--- src/rtl/deck_pkg.sv ---
// ---------------------------------------------------------------------------
// deck_pkg
// Shared constants and types for the card-deck shuffler.
//   CARD_COUNT / RANKS / SUITS : deck geometry (52 = 13 ranks x 4 suits)
//   card_t                     : 6-bit card code, suit*13 + rank
//   SUIT_* / RANK_*            : named suit and rank values
//   state_t                    : controller state encoding
// Compile-time option: DECK_SHUFFLER_ORDERED_EN (see deck_shuffler.sv).
// ---------------------------------------------------------------------------
package deck_pkg;

  localparam int RANKS      = 13;
  localparam int SUITS      = 4;
  localparam int CARD_COUNT = RANKS * SUITS;

  typedef logic [5:0] card_t;

  localparam logic [1:0] SUIT_CLUBS    = 2'd0;
  localparam logic [1:0] SUIT_DIAMONDS = 2'd1;
  localparam logic [1:0] SUIT_HEARTS   = 2'd2;
  localparam logic [1:0] SUIT_SPADES   = 2'd3;

  localparam logic [3:0] RANK_ACE   = 4'd0;
  localparam logic [3:0] RANK_JACK  = 4'd10;
  localparam logic [3:0] RANK_QUEEN = 4'd11;
  localparam logic [3:0] RANK_KING  = 4'd12;

  typedef enum logic [2:0] {
    IDLE    = 3'd0,
    INIT    = 3'd1,
    PICK    = 3'd2,
    SWAP_RD = 3'd3,
    SWAP_WR = 3'd4,
    STREAM  = 3'd5,
    DONE    = 3'd6
  } state_t;

  // Builds a card code from a suit and a rank.
  function automatic card_t make_card(input logic [1:0] suit, input logic [3:0] rank);
    return card_t'({4'd0, suit}) * card_t'(RANKS) + card_t'({2'd0, rank});
  endfunction

endpackage

--- src/rtl/deck_lfsr.sv ---
// ---------------------------------------------------------------------------
// deck_lfsr
// 6-bit maximal-length Fibonacci LFSR, polynomial x^6 + x^5 + 1 (period 63).
// Steps on every rising clock edge once reset is released.
//   clk  : clock
//   rst  : asynchronous active-low reset, loads SEED (0 is mapped to 1)
//   q    : current LFSR state, never zero
// ---------------------------------------------------------------------------
module deck_lfsr #(
  parameter logic [5:0] SEED = 6'h2D
) (
  input  logic       clk,
  input  logic       rst,
  output logic [5:0] q
);

  // An all-zero state would lock the register forever.
  localparam logic [5:0] START = (SEED == 6'h00) ? 6'h01 : SEED;

  always_ff @(posedge clk or negedge rst) begin
    if (!rst) begin
      q <= START;
    end else begin
      q <= {q[4:0], q[5] ^ q[4]};
    end
  end

endmodule

--- src/rtl/deck_shuffler.sv ---
// ---------------------------------------------------------------------------
// deck_shuffler
// Builds a 52-card deck, shuffles it in place with a Fisher-Yates pass driven
// by a 6-bit LFSR (rejection sampling), then streams the cards out with a
// valid/ready handshake, one card per cycle when the consumer keeps up.
//   clk        : clock, rising edge
//   rst        : asynchronous active-low reset
//   start      : request a new shuffle (honoured only in IDLE or DONE)
//   card_ready : consumer accepts the presented card
//   busy       : shuffle/stream in progress
//   card_valid : card holds a dealt card
//   card       : card code, suit*13 + rank
//   cards_left : cards not yet accepted
//   done       : whole deck delivered, held until the next start
// Compile-time option: define DECK_SHUFFLER_ORDERED_EN to skip the shuffle
// and deal the deck in order 0..51.
// ---------------------------------------------------------------------------
module deck_shuffler #(
  parameter logic [5:0] SEED       = 6'h2D,
  parameter int         CARD_COUNT = 52
) (
  input  logic       clk,
  input  logic       rst,
  input  logic       start,
  input  logic       card_ready,
  output logic       busy,
  output logic       card_valid,
  output logic [5:0] card,
  output logic [5:0] cards_left,
  output logic       done
);

  import deck_pkg::*;

  localparam logic [5:0] LAST_IDX = 6'(CARD_COUNT - 1);
  localparam logic [5:0] FULL_CNT = 6'(CARD_COUNT);

  state_t state, state_next;

  card_t       deck [CARD_COUNT];
  logic [5:0]  i;
  logic [5:0]  i_inc;
  logic [5:0]  lfsr_q;

  logic start_ok;
  logic init_we;
  logic init_last;
  logic load_first;
  logic xfer;
  logic last_card;

`ifndef DECK_SHUFFLER_ORDERED_EN
  logic [5:0] j;
  logic [5:0] r;
  card_t      a_val;
  card_t      b_val;
  logic       pick_hit;
  logic       swap_rd;
  logic       swap_we;
  logic       swap_last;
`endif

  deck_lfsr #(
    .SEED (SEED)
  ) u_lfsr (
    .clk (clk),
    .rst (rst),
    .q   (lfsr_q)
  );

  assign i_inc     = i + 6'd1;
  assign last_card = (cards_left == 6'd1);

`ifndef DECK_SHUFFLER_ORDERED_EN
  // LFSR never reads zero, so r spans 0..62.
  assign r         = lfsr_q - 6'd1;
  assign swap_last = (i == 6'd1);
`endif

  // State register.
  always_ff @(posedge clk or negedge rst) begin
    if (!rst) begin
      state <= IDLE;
    end else begin
      state <= state_next;
    end
  end

  // Next-state logic.
  always_comb begin
    state_next = state;
    case (state)
      IDLE, DONE: begin
        if (start) state_next = INIT;
      end
      INIT: begin
`ifdef DECK_SHUFFLER_ORDERED_EN
        if (init_last) state_next = STREAM;
`else
        if (init_last) state_next = PICK;
`endif
      end
`ifndef DECK_SHUFFLER_ORDERED_EN
      PICK: begin
        if (pick_hit) state_next = SWAP_RD;
      end
      SWAP_RD: begin
        state_next = SWAP_WR;
      end
      SWAP_WR: begin
        state_next = swap_last ? STREAM : PICK;
      end
`endif
      STREAM: begin
        if (xfer && last_card) state_next = DONE;
      end
      default: begin
        state_next = IDLE;
      end
    endcase
  end

  // Per-state control strobes for the datapath and deck storage.
  always_comb begin
    start_ok   = 1'b0;
    init_we    = 1'b0;
    init_last  = 1'b0;
    load_first = 1'b0;
    xfer       = 1'b0;
`ifndef DECK_SHUFFLER_ORDERED_EN
    pick_hit   = 1'b0;
    swap_rd    = 1'b0;
    swap_we    = 1'b0;
`endif
    case (state)
      IDLE, DONE: begin
        start_ok = start;
      end
      INIT: begin
        init_we   = 1'b1;
        init_last = (i == LAST_IDX);
      end
`ifndef DECK_SHUFFLER_ORDERED_EN
      PICK: begin
        pick_hit = (r <= i);
      end
      SWAP_RD: begin
        swap_rd = 1'b1;
      end
      SWAP_WR: begin
        swap_we = 1'b1;
      end
`endif
      STREAM: begin
        // card_valid is low in STREAM only on the entry cycle.
        load_first = !card_valid;
        xfer       = card_valid && card_ready;
      end
      default: begin
      end
    endcase
  end

  // Index, swap latches and output registers.
  always_ff @(posedge clk or negedge rst) begin
    if (!rst) begin
      i          <= 6'd0;
      busy       <= 1'b0;
      card_valid <= 1'b0;
      card       <= 6'd0;
      cards_left <= 6'd0;
      done       <= 1'b0;
`ifndef DECK_SHUFFLER_ORDERED_EN
      j          <= 6'd0;
      a_val      <= 6'd0;
      b_val      <= 6'd0;
`endif
    end else begin
      if (start_ok) begin
        busy       <= 1'b1;
        done       <= 1'b0;
        card_valid <= 1'b0;
        i          <= 6'd0;
      end

      if (init_we) begin
        if (init_last) begin
`ifdef DECK_SHUFFLER_ORDERED_EN
          i          <= 6'd0;
          cards_left <= FULL_CNT;
`else
          i          <= LAST_IDX;
`endif
        end else begin
          i <= i_inc;
        end
      end

`ifndef DECK_SHUFFLER_ORDERED_EN
      if (pick_hit) begin
        j <= r;
      end

      if (swap_rd) begin
        a_val <= deck[i];
        b_val <= deck[j];
      end

      if (swap_we) begin
        if (swap_last) begin
          i          <= 6'd0;
          cards_left <= FULL_CNT;
        end else begin
          i <= i - 6'd1;
        end
      end
`endif

      if (load_first) begin
        card       <= deck[i];
        card_valid <= 1'b1;
      end

      // The next card is fetched on the same edge as the transfer so the
      // stream sustains one card per cycle.
      if (xfer) begin
        if (last_card) begin
          card_valid <= 1'b0;
          cards_left <= 6'd0;
          busy       <= 1'b0;
          done       <= 1'b1;
        end else begin
          i          <= i_inc;
          cards_left <= cards_left - 6'd1;
          card       <= deck[i_inc];
        end
      end
    end
  end

  // Deck storage; contents are meaningless until INIT has filled it.
  always_ff @(posedge clk) begin
    if (init_we) begin
      deck[i] <= i;
    end
`ifndef DECK_SHUFFLER_ORDERED_EN
    // When j == i both writes target one entry with identical data.
    if (swap_we) begin
      deck[i] <= b_val;
      deck[j] <= a_val;
    end
`endif
  end

endmodule

--- config.mk ---
export PLATFORM = sky130hd
export DESIGN_NAME = deck_shuffler
export DESIGN_NICKNAME = d
export VERILOG_FILES = /design/src/rtl/deck_pkg.sv /design/src/rtl/deck_lfsr.sv /design/src/rtl/deck_shuffler.sv
export SDC_FILE = /design/constraint.sdc
export NUM_CORES = 1
export LEC_CHECK = 0
export ABC_AREA = 1
export BUFFER_PORTS_ARGS = -buffer_cell sky130_fd_sc_hd__buf_2
export CAP_MARGIN = 20
export CORE_AREA = 3 3 239 241
export CTS_BUF_LIST = sky130_fd_sc_hd__clkbuf_8
export DETAILED_ROUTE_END_ITERATION = 8
export DIE_AREA = 0 0 242 244
export MAX_ROUTING_LAYER = met4
export SKIP_LAST_GASP = 1
export SYNTH_ARGS = -nofsm -noshare
export SYNTH_HDL_FRONTEND = slang
export SYNTH_SLANG_ARGS = --single-unit
--- constraint.sdc ---
create_clock -name clk -period 3.9 [get_ports clk]
set_input_delay 0.585 -clock clk [delete_from_list [all_inputs] [get_ports clk]]
set_output_delay 0.585 -clock clk [all_outputs]
set_load 0.02 [all_outputs]
; Word level (Yosys, flattened, before mapping)
; Memories as Yosys holds them, arrays and structs flattened. A register that Yosys moved wholly into a read port is not among the register bits.
; Cells that the tools add are included.
[totals]
n_memories = 1
out_inout_bits = 15
input_bits = 4
elab_cells = 84
ram_bits = 312
reg_bits = 42
[classes]
n_reduce_logical = 10
n_eq_ne = 13
order_cmp = 1
bitwise = 2
add_sub_neg = 4
n_mux = 43
[memory_table]
columns = name, depth, word_bits, rd, rd_clocked_by_memory_dff, wr, line_no
row1 = deck, 52, 6, 3, 1, 2, deck_shuffler.sv:40  ; card_t deck [CARD_COUNT];
[op_table]
columns = op, count
row1 = $mux 6, 15
row2 = $mux 1, 22
row3 = $pmux 3 s6, 1
row4 = $sub 6x1->6 const B, 3
row5 = $mux 3, 5
row6 = $eq 6x1->1 const B, 2
row7 = $eq 3x3->1 const B, 3
row8 = $ne 2x2->1 const B, 4
row9 = $add 6x1->6 const B, 1
row10 = $eq 3x2->1 const B, 2
row11 = $eq 6x6->1 const B, 1
row12 = $le 6x6->1, 1
row13 = $reduce_and 4->1, 1
row14 = $reduce_bool 2->1, 2
row15 = $eq 3x1->1 const B, 1
row16 = $logic_not 3->1, 1
row17 = $logic_and 1x1->1, 2
row18 = $logic_not 1->1, 2
row19 = $reduce_and 2->1, 1
row20 = $reduce_or 2->1, 1
row21 = $or 1x1->1, 1
row22 = $xor 1x1->1, 1

; Depth between registers and ports, before layout
; Gate-level depths: netlist (run 1).
[logic_depth]
ltp_word = 8
mapped_depth = 18
ltp_nobuf = 16

; Cells and area by module
; A second synthesis (run 1) with hierarchy kept.
[hier_totals]
hier_cells = 3374
hier_area_um2 = 24542.3
[by_module_without_submodules]
columns = module, n_inst, seq_area_each_um2, area_each_um2, cells_per_inst
row1 = deck_shuffler, 1, 10420.0, 24368.4, 3363
row2 = deck_lfsr, 1, 155.1, 173.9, 11

; Least setup slack after synthesis (run 1)
; Ideal clock, no wire load.
[synth_path]
path_type = reg-to-reg
from = register i[1]
to = register card[0]
period_less_slack_ns = 2.479
path_slack_ns = 1.421
required_time_ns = 3.835
path_buffers = 5
setup_ns = 0.065
stages_incl_launch_ff = 16
arrival_time_ns = 2.414
cell_sequence = dfrtp_1 > buf_2 > clkinv_1 > clkbuf_1 > ha_1 > buf_2 > clkbuf_1 > buf_2 > o211ai_1 > nand3_1 > nand3_1 > nand3_1 > nand3_1 > nand2_1 > nand2_1 > nand2_1
[synth_via]
elab_chain_len = 4
elab_cells_between_ends = 5
classes_between = add/sub (1) / mux (3) / memory (1)
[synth_lines]
columns = element, line_no
row1 = start: declaration, deck_shuffler.sv:41  ; logic [5:0] i;
row2 = start signal: assignment, deck_shuffler.sv:195  ; i <= i_inc;
row3 = start signal: assignment, deck_shuffler.sv:214  ; i <= i - 6'd1;
row4 = start signal: assignment, deck_shuffler.sv:233  ; i <= i_inc;
row5 = $add 6x1->6 / $mem_v2 52x6 (equally long branches), -
row6 = $mem_v2 52x6 *, -
row7 = $mux 6, deck_shuffler.sv:227  ; if (last_card) begin
row8 = $mux 6 *, deck_shuffler.sv:226  ; if (xfer) begin
row9 = end signal: assignment, deck_shuffler.sv:220  ; card <= deck[i];
row10 = end signal: assignment, deck_shuffler.sv:235  ; card <= deck[i_inc];
row11 = end: declaration, deck_shuffler.sv:28  ; output logic [5:0] card,
; Every way passes the cells marked *; elsewhere a longest branch is shown, timed or not.
; A chain may end at the register's enable or synchronous reset.

==> impl_metrics.toml, run 1 <==
[yosys]
avgSynthCellArea_sq_um = 7.235
synth_area_sq_um = 24810
synth.area.top_cells = "edfxtp_1, nand2_1, o21ai_0, inv_1, dfrtp_1"
ys_top_cells_by_count = "nand2_1, o21ai_0, inv_1"
ys_seq_area_frac = 0.4263
synth_top_area_frac = 0.3777
yosys_warnings = 0
synth_largest_area_cell = "edfxtp_1"
async_flop_share = 0.1333
netlist_instances = 3429
synth_nets = 3445
synth_most_common_cell = "nand2_1"
synth_ff_type = "edfxtp_1"
synth.distinct_cells = 43
ys_ff_latch = 360
synth_edf_count = 312

[floorplanning]
ios = 19
coreArea_sq_um = 55090
start_util = 0.4503
die_area_sq_um = 59050
die_x_um = 242
core.rowCount = 86
die_y_um = 244

[timing]
relSlewSlack = 0.2255
setup_viol = 0
finalSetupTns_ps = 0
drv_slew = 0
tightest_slew_ps = 1152
period_share = 0.9432
skew_ps = 43.02
max_freq_ghz = 0.2719
grt_setup_unrepaired = "false"
final.min_clock_period_ps = 3678
finalHoldViolCount = 0

[power_and_ir_drop]
power_mw = 24.28
irDropWorstVdd_mv = 0.9492
p_per_area_nw_per_um2 = 900.4
p_leak_nw = 11.19

[final_layout]
syn_to_final_growth_pct = 8.710
layout-drive-gt1-share = 0.08480
num-nets-final = 3372

[run_status]
status = "complete, no violations"

[worst_setup_path]
cp_slowest_cell = "o31ai_1"
critPathLaunchType = "register"
path_cells = "clkinv_1, nor2_1, inv_1, o31ai_1"
max_stage_delay_ps = 990
arrival_ps = 3970
crit_path_max_fanout = 10
end_kind = "register"
path_class = "register to register"
required_ps = 4190

[global_routing]
grt_use_met2 = 0.5946
grt_pass1_vias = 23550
grt_max_degree = 238
grt_pass1_wl_um = 167900
grt_util_met3 = 0.09561
antenna_found_initial = 3
grt_remaining_overflow = 0
top_usage_layer = "met2"
use_met1 = 0.5163
gr-usage-all-layers = 0.4039

[clock_network]
cts_setup_buffers = 0
clk_pin_slew_worst_paths_ps = 60
h-tree-depth = 3
clock_path_buffers = 3
clk_latency_ps = 680
clock-sinks = 360
cts_tree = "done"
ctsResizeCount = 0
cts_hold_buf = 0
cts_root_buf = "clkbuf_8"
cts_made_buffers = 68

[placed_design]
hpwl_um = 78190
gp_congestion = 1.007
portBuffers = 18

[route]
antenna_left = 0
wl_per_cell_um = 28.45
first_iter_violations = 3633
drt-pass1-iter-count = 9
drc = 0
vias = 25830
drt-total-wl_um = 118400
vias_per_cell = 6.209

[min_path]
hold_path_class = "input port to asynchronous set/reset pin"

[flow_run]
max-cap-violations = 0
## through the flow
step	hold WS [ps]	instance area [sq um]	util	setup slack, ps	cells
floorplan	289.4	24810	-	1421	3429
global placement	376.4	25620	0.4650	353.9	4032
detailed placement	381.0	25620	0.4650	382.0	4032
CTS	49.98	26950	0.4891	377.6	4154
global route	94.44	26960	0.4894	161.0	4158
finish	54.78	26970	0.4895	221.7	4160
## critical path: cells and delay by family, from the launching register on
kind                   cells  cell delay, ps
AO/OA/AOI/OAI              1             990
buffers and inverters      2             970
flip-flops                 1             700
AND/OR/NAND/NOR            1             630
## where the power goes
group	leakage (nW)	internal [mW]	total, mW	switching (mW)
sequential	3.40	5.04	5.45	0.408
combinational	7.04	3.95	15.0	11.1
clock	0.749	2.02	3.83	1.81
## placed cells by master (no fill, tap or decap), drive strengths merged, types with 44 or more instances in the layout
master,Yosys,final
buf,166,139
edfxtp,312,312
o211ai,118,118
clkbuf,116,71
a21oi,171,171
inv,333,352
nand2,964,964
nor2,215,215
nand3,180,180
o22ai,101,101
dfrtp,44,44
o21ai,600,600
## worst paths after layout
| kind | end | startpoint | depth (start not counted) | slack (ps) |
|---|---|---|---|---|
| worst min-delay path | b_val[4] | rst | 1 | 50 |
| min in group clk | cards_left[1] | card_ready | 3 | 300 |
| worst min register to register | u_lfsr.q[3] | u_lfsr.q[2] | 0 | 380 |
| worst max-delay path | deck[43][1] | i[3] | 4 | 220 |
| max in group asynchronous | a_val[0] | rst | 2 | 3020 |
| worst max register to register | deck[43][1] | i[3] | 4 | 220 |
## area by class of cell
type                       instances  area, sq um
fill                            5502        28120
multi-input combinational       2452        11740
sequential                       360        10580
inverter                         335         1269
timing repair buffer             139         1106
clock buffer                      71        977.2
tap                              748        935.9
clock inverter                    51        352.8
antenna                            4        10.01
## cells by family (layout without fill, tap and decap cells)
| family | Yosys count | in the layout | share of synthesized area |
|---|---|---|---|
| buf+inv | 617 | 596 | 0.1043 |
| xor+xnor | 10 | 10 | 0.004742 |
| compound gates | 1039 | 1039 | 0.2325 |
| fa+ha+maj | 12 | 12 | 0.006052 |
| flops | 360 | 360 | 0.4263 |
| simple gates | 1391 | 1391 | 0.2261 |
| other cells | 0 | 4 | 0 |
## registers in the layout (all words and copies together), names as in the netlist
signal / flops
state: 3
a_val: 6
card: 6
done: 1
i: 6
card_valid: 1
b_val: 6
deck: 312
cards_left: 6
busy: 1
j: 6
u_lfsr.q: 6
## per-layer routing
layer	wire length (um)	share of wire
met5	0	0
met4	7743	0.065
met3	13440	0.11
met2	51060	0.43
met1	46110	0.39
(Power assumes the default switching activity.)
==> inputs of run 2 (changes only) <==
--- a/config.mk
+++ b/config.mk
@@ -8,11 +8,12 @@
 export ABC_AREA = 1
 export BUFFER_PORTS_ARGS = -buffer_cell sky130_fd_sc_hd__buf_2
 export CAP_MARGIN = 20
-export CORE_AREA = 3 3 239 241
+export CORE_AREA = 3 3 227 285
 export CTS_BUF_LIST = sky130_fd_sc_hd__clkbuf_8
 export DETAILED_ROUTE_END_ITERATION = 8
-export DIE_AREA = 0 0 242 244
+export DIE_AREA = 0 0 230 288
 export MAX_ROUTING_LAYER = met4
+export SETUP_SLACK_MARGIN = 0.4
 export SKIP_LAST_GASP = 1
 export SYNTH_ARGS = -nofsm -noshare
 export SYNTH_HDL_FRONTEND = slang
==> impl_metrics.toml, run 2 (synthesis results as in run 1) <==
[run_status]
status = "complete, no violations"

[floorplanning]
ios = 19
die_y_um = 288
start_util = 0.4000
coreArea_sq_um = 62020
core.rowCount = 102
die_area_sq_um = 66240
die_x_um = 230

[clock_network]
ctsResizeCount = 0
cts_root_buf = "clkbuf_8"
h-tree-depth = 2
clock_path_buffers = 3
cts_hold_buf = 1
cts_made_buffers = 61
clock-sinks = 360
clk_pin_slew_worst_paths_ps = 70
cts_setup_buffers = 0
clk_latency_ps = 710
cts_tree = "done"

[final_layout]
stdcell_count = 4241
final_common_cell = "nand2_1"
regMostFlops = "deck"
layout_common_cells = "nand2_1, o21ai_0, inv_1"
largest_reg_flops = 312
layout-drive-gt1-share = 0.08368
finish.instance_area_sq_um = 27030
nFillCells = 6387
num-nets-final = 3371
finish.utilization = 0.4358
syn_to_final_growth_pct = 8.962
seqCellArea_sq_um = 10580
multi_input_area_sq_um = 11740

[global_routing]
gr-usage-all-layers = 0.3344
grt_remaining_overflow = 0
grt_max_degree = 135
grt_pass1_vias = 22990
antenna_found_initial = 3
grt_pass1_wl_um = 158300

[worst_setup_path]
path_cells = "inv_1, nand3_2, nor2_2, buf_4, nand2_1, o31ai_1"
max_stage_delay_ps = 610
rr_endpoint = "deck[50][1]"
path_delay_family = "simple AND/OR/NAND/NOR gates"
r2r_start = "j[0]"
path_buf_inv = 2
endpoint = "deck[50][1]"
crit_start = "j[0]"
rr_worst_depth = 6
required_ps = 4210
end_kind = "register"
path_class = "register to register"
cp_slowest_cell = "dfrtp_2"
arrival_ps = 3480
crit_cells = 6
crit_path_max_fanout = 28
rrSetupSlack_ps = 730
critPathLaunchType = "register"

[timing]
finalSetupTns_ps = 0
setup_viol = 0
setup_ws_ps = 726.9
period_share = 0.8136
final.min_clock_period_ps = 3173
relSlewSlack = 0.1804
holdWs_ps = 221.9
finalHoldViolCount = 0
tightest_slew_ps = 1225
max_freq_ghz = 0.3151
grt_setup_unrepaired = "false"
skew_ps = 45.08
drv_slew = 0

[min_path]
hold_path_class = "input port to register"

[route]
vias_per_cell = 5.973
drt-pass1-iter-count = 6
drt-total-wl_um = 110500
drc = 0
vias = 25330
first_iter_violations = 3656
wl_per_cell_um = 26.07
antenna_left = 0

[placed_design]
postPlaceCellArea_sq_um = 25800
gp_congestion = 1.062
pre_cts_ws_ps = 909.9
dpl.cell_count = 4122
hpwl_um = 73880
portBuffers = 18

[power_and_ir_drop]
p_leak_nw = 11.17
p_per_area_nw_per_um2 = 867.5
power_mw = 23.45
irDropWorstVdd_mv = 0.9128

[flow_run]
max-cap-violations = 0
## run 2: changes by cell type in the layout (fill, tap and decap cells not counted), moves of 2 or more
| cell | before | now |
|---|---|---|
| buf_12 | 9 | 12 |
| clkbuf_8 | 71 | 63 |
| clkinvlp_4 | 6 | 1 |
| clkinv_2 | 11 | 14 |
| buf_4 | 110 | 113 |
| nor3_1 | 4 | 6 |
| inv_1 | 336 | 330 |
| clkinv_1 | 12 | 19 |
| nor3_2 | 3 | 1 |
## run 2: worst min-delay path by stage
| stage | startpoint | to | slack (ps) | cells after the start |
|---|---|---|---|---|
| floorplan | rst | a_val[0] | 290 | 0 |
| global placement | u_lfsr.q[2] | u_lfsr.q[3] | 380 | 0 |
| detailed placement | u_lfsr.q[2] | u_lfsr.q[3] | 380 | 0 |
| CTS | card_ready | cards_left[1] | 210 | 3 |
| global route | card_ready | cards_left[1] | 240 | 3 |
| finish | card_ready | cards_left[1] | 220 | 3 |
## run 2: power breakdown
group | internal, mW | leakage, nW | switching [mW] | total (mW)
registers | 5.04 | 3.40 | 0.470 | 5.51
clock network | 1.82 | 0.685 | 1.69 | 3.51
logic | 4.00 | 7.08 | 10.4 | 14.4
## run 2: layer usage
metal,GRT usage,up-vias,part of all wire
li1,-,11500,-
met1,0.4141,11600,0.37
met5,-,-,0
met2,0.4912,1741,0.43
met4,0.2352,0,0.088
met3,0.06463,493,0.12
## run 2: layout make-up
class	instances	share of cell area
tap	832	0.03851
clock buffer	63	0.03208
sequential	360	0.3914
antenna	3	0.0002777
multi-input combinational	2452	0.4341
timing repair buffer	145	0.04416
clock inverter	51	0.01254
inverter	335	0.04689
## run 2: worst register-to-register path: stages, from the launching register on
cell and delay, ps:
dfrtp_2 610, inv_1 530, nand3_2 150, nor2_2 590, buf_4 290, nand2_1 240, o31ai_1 350
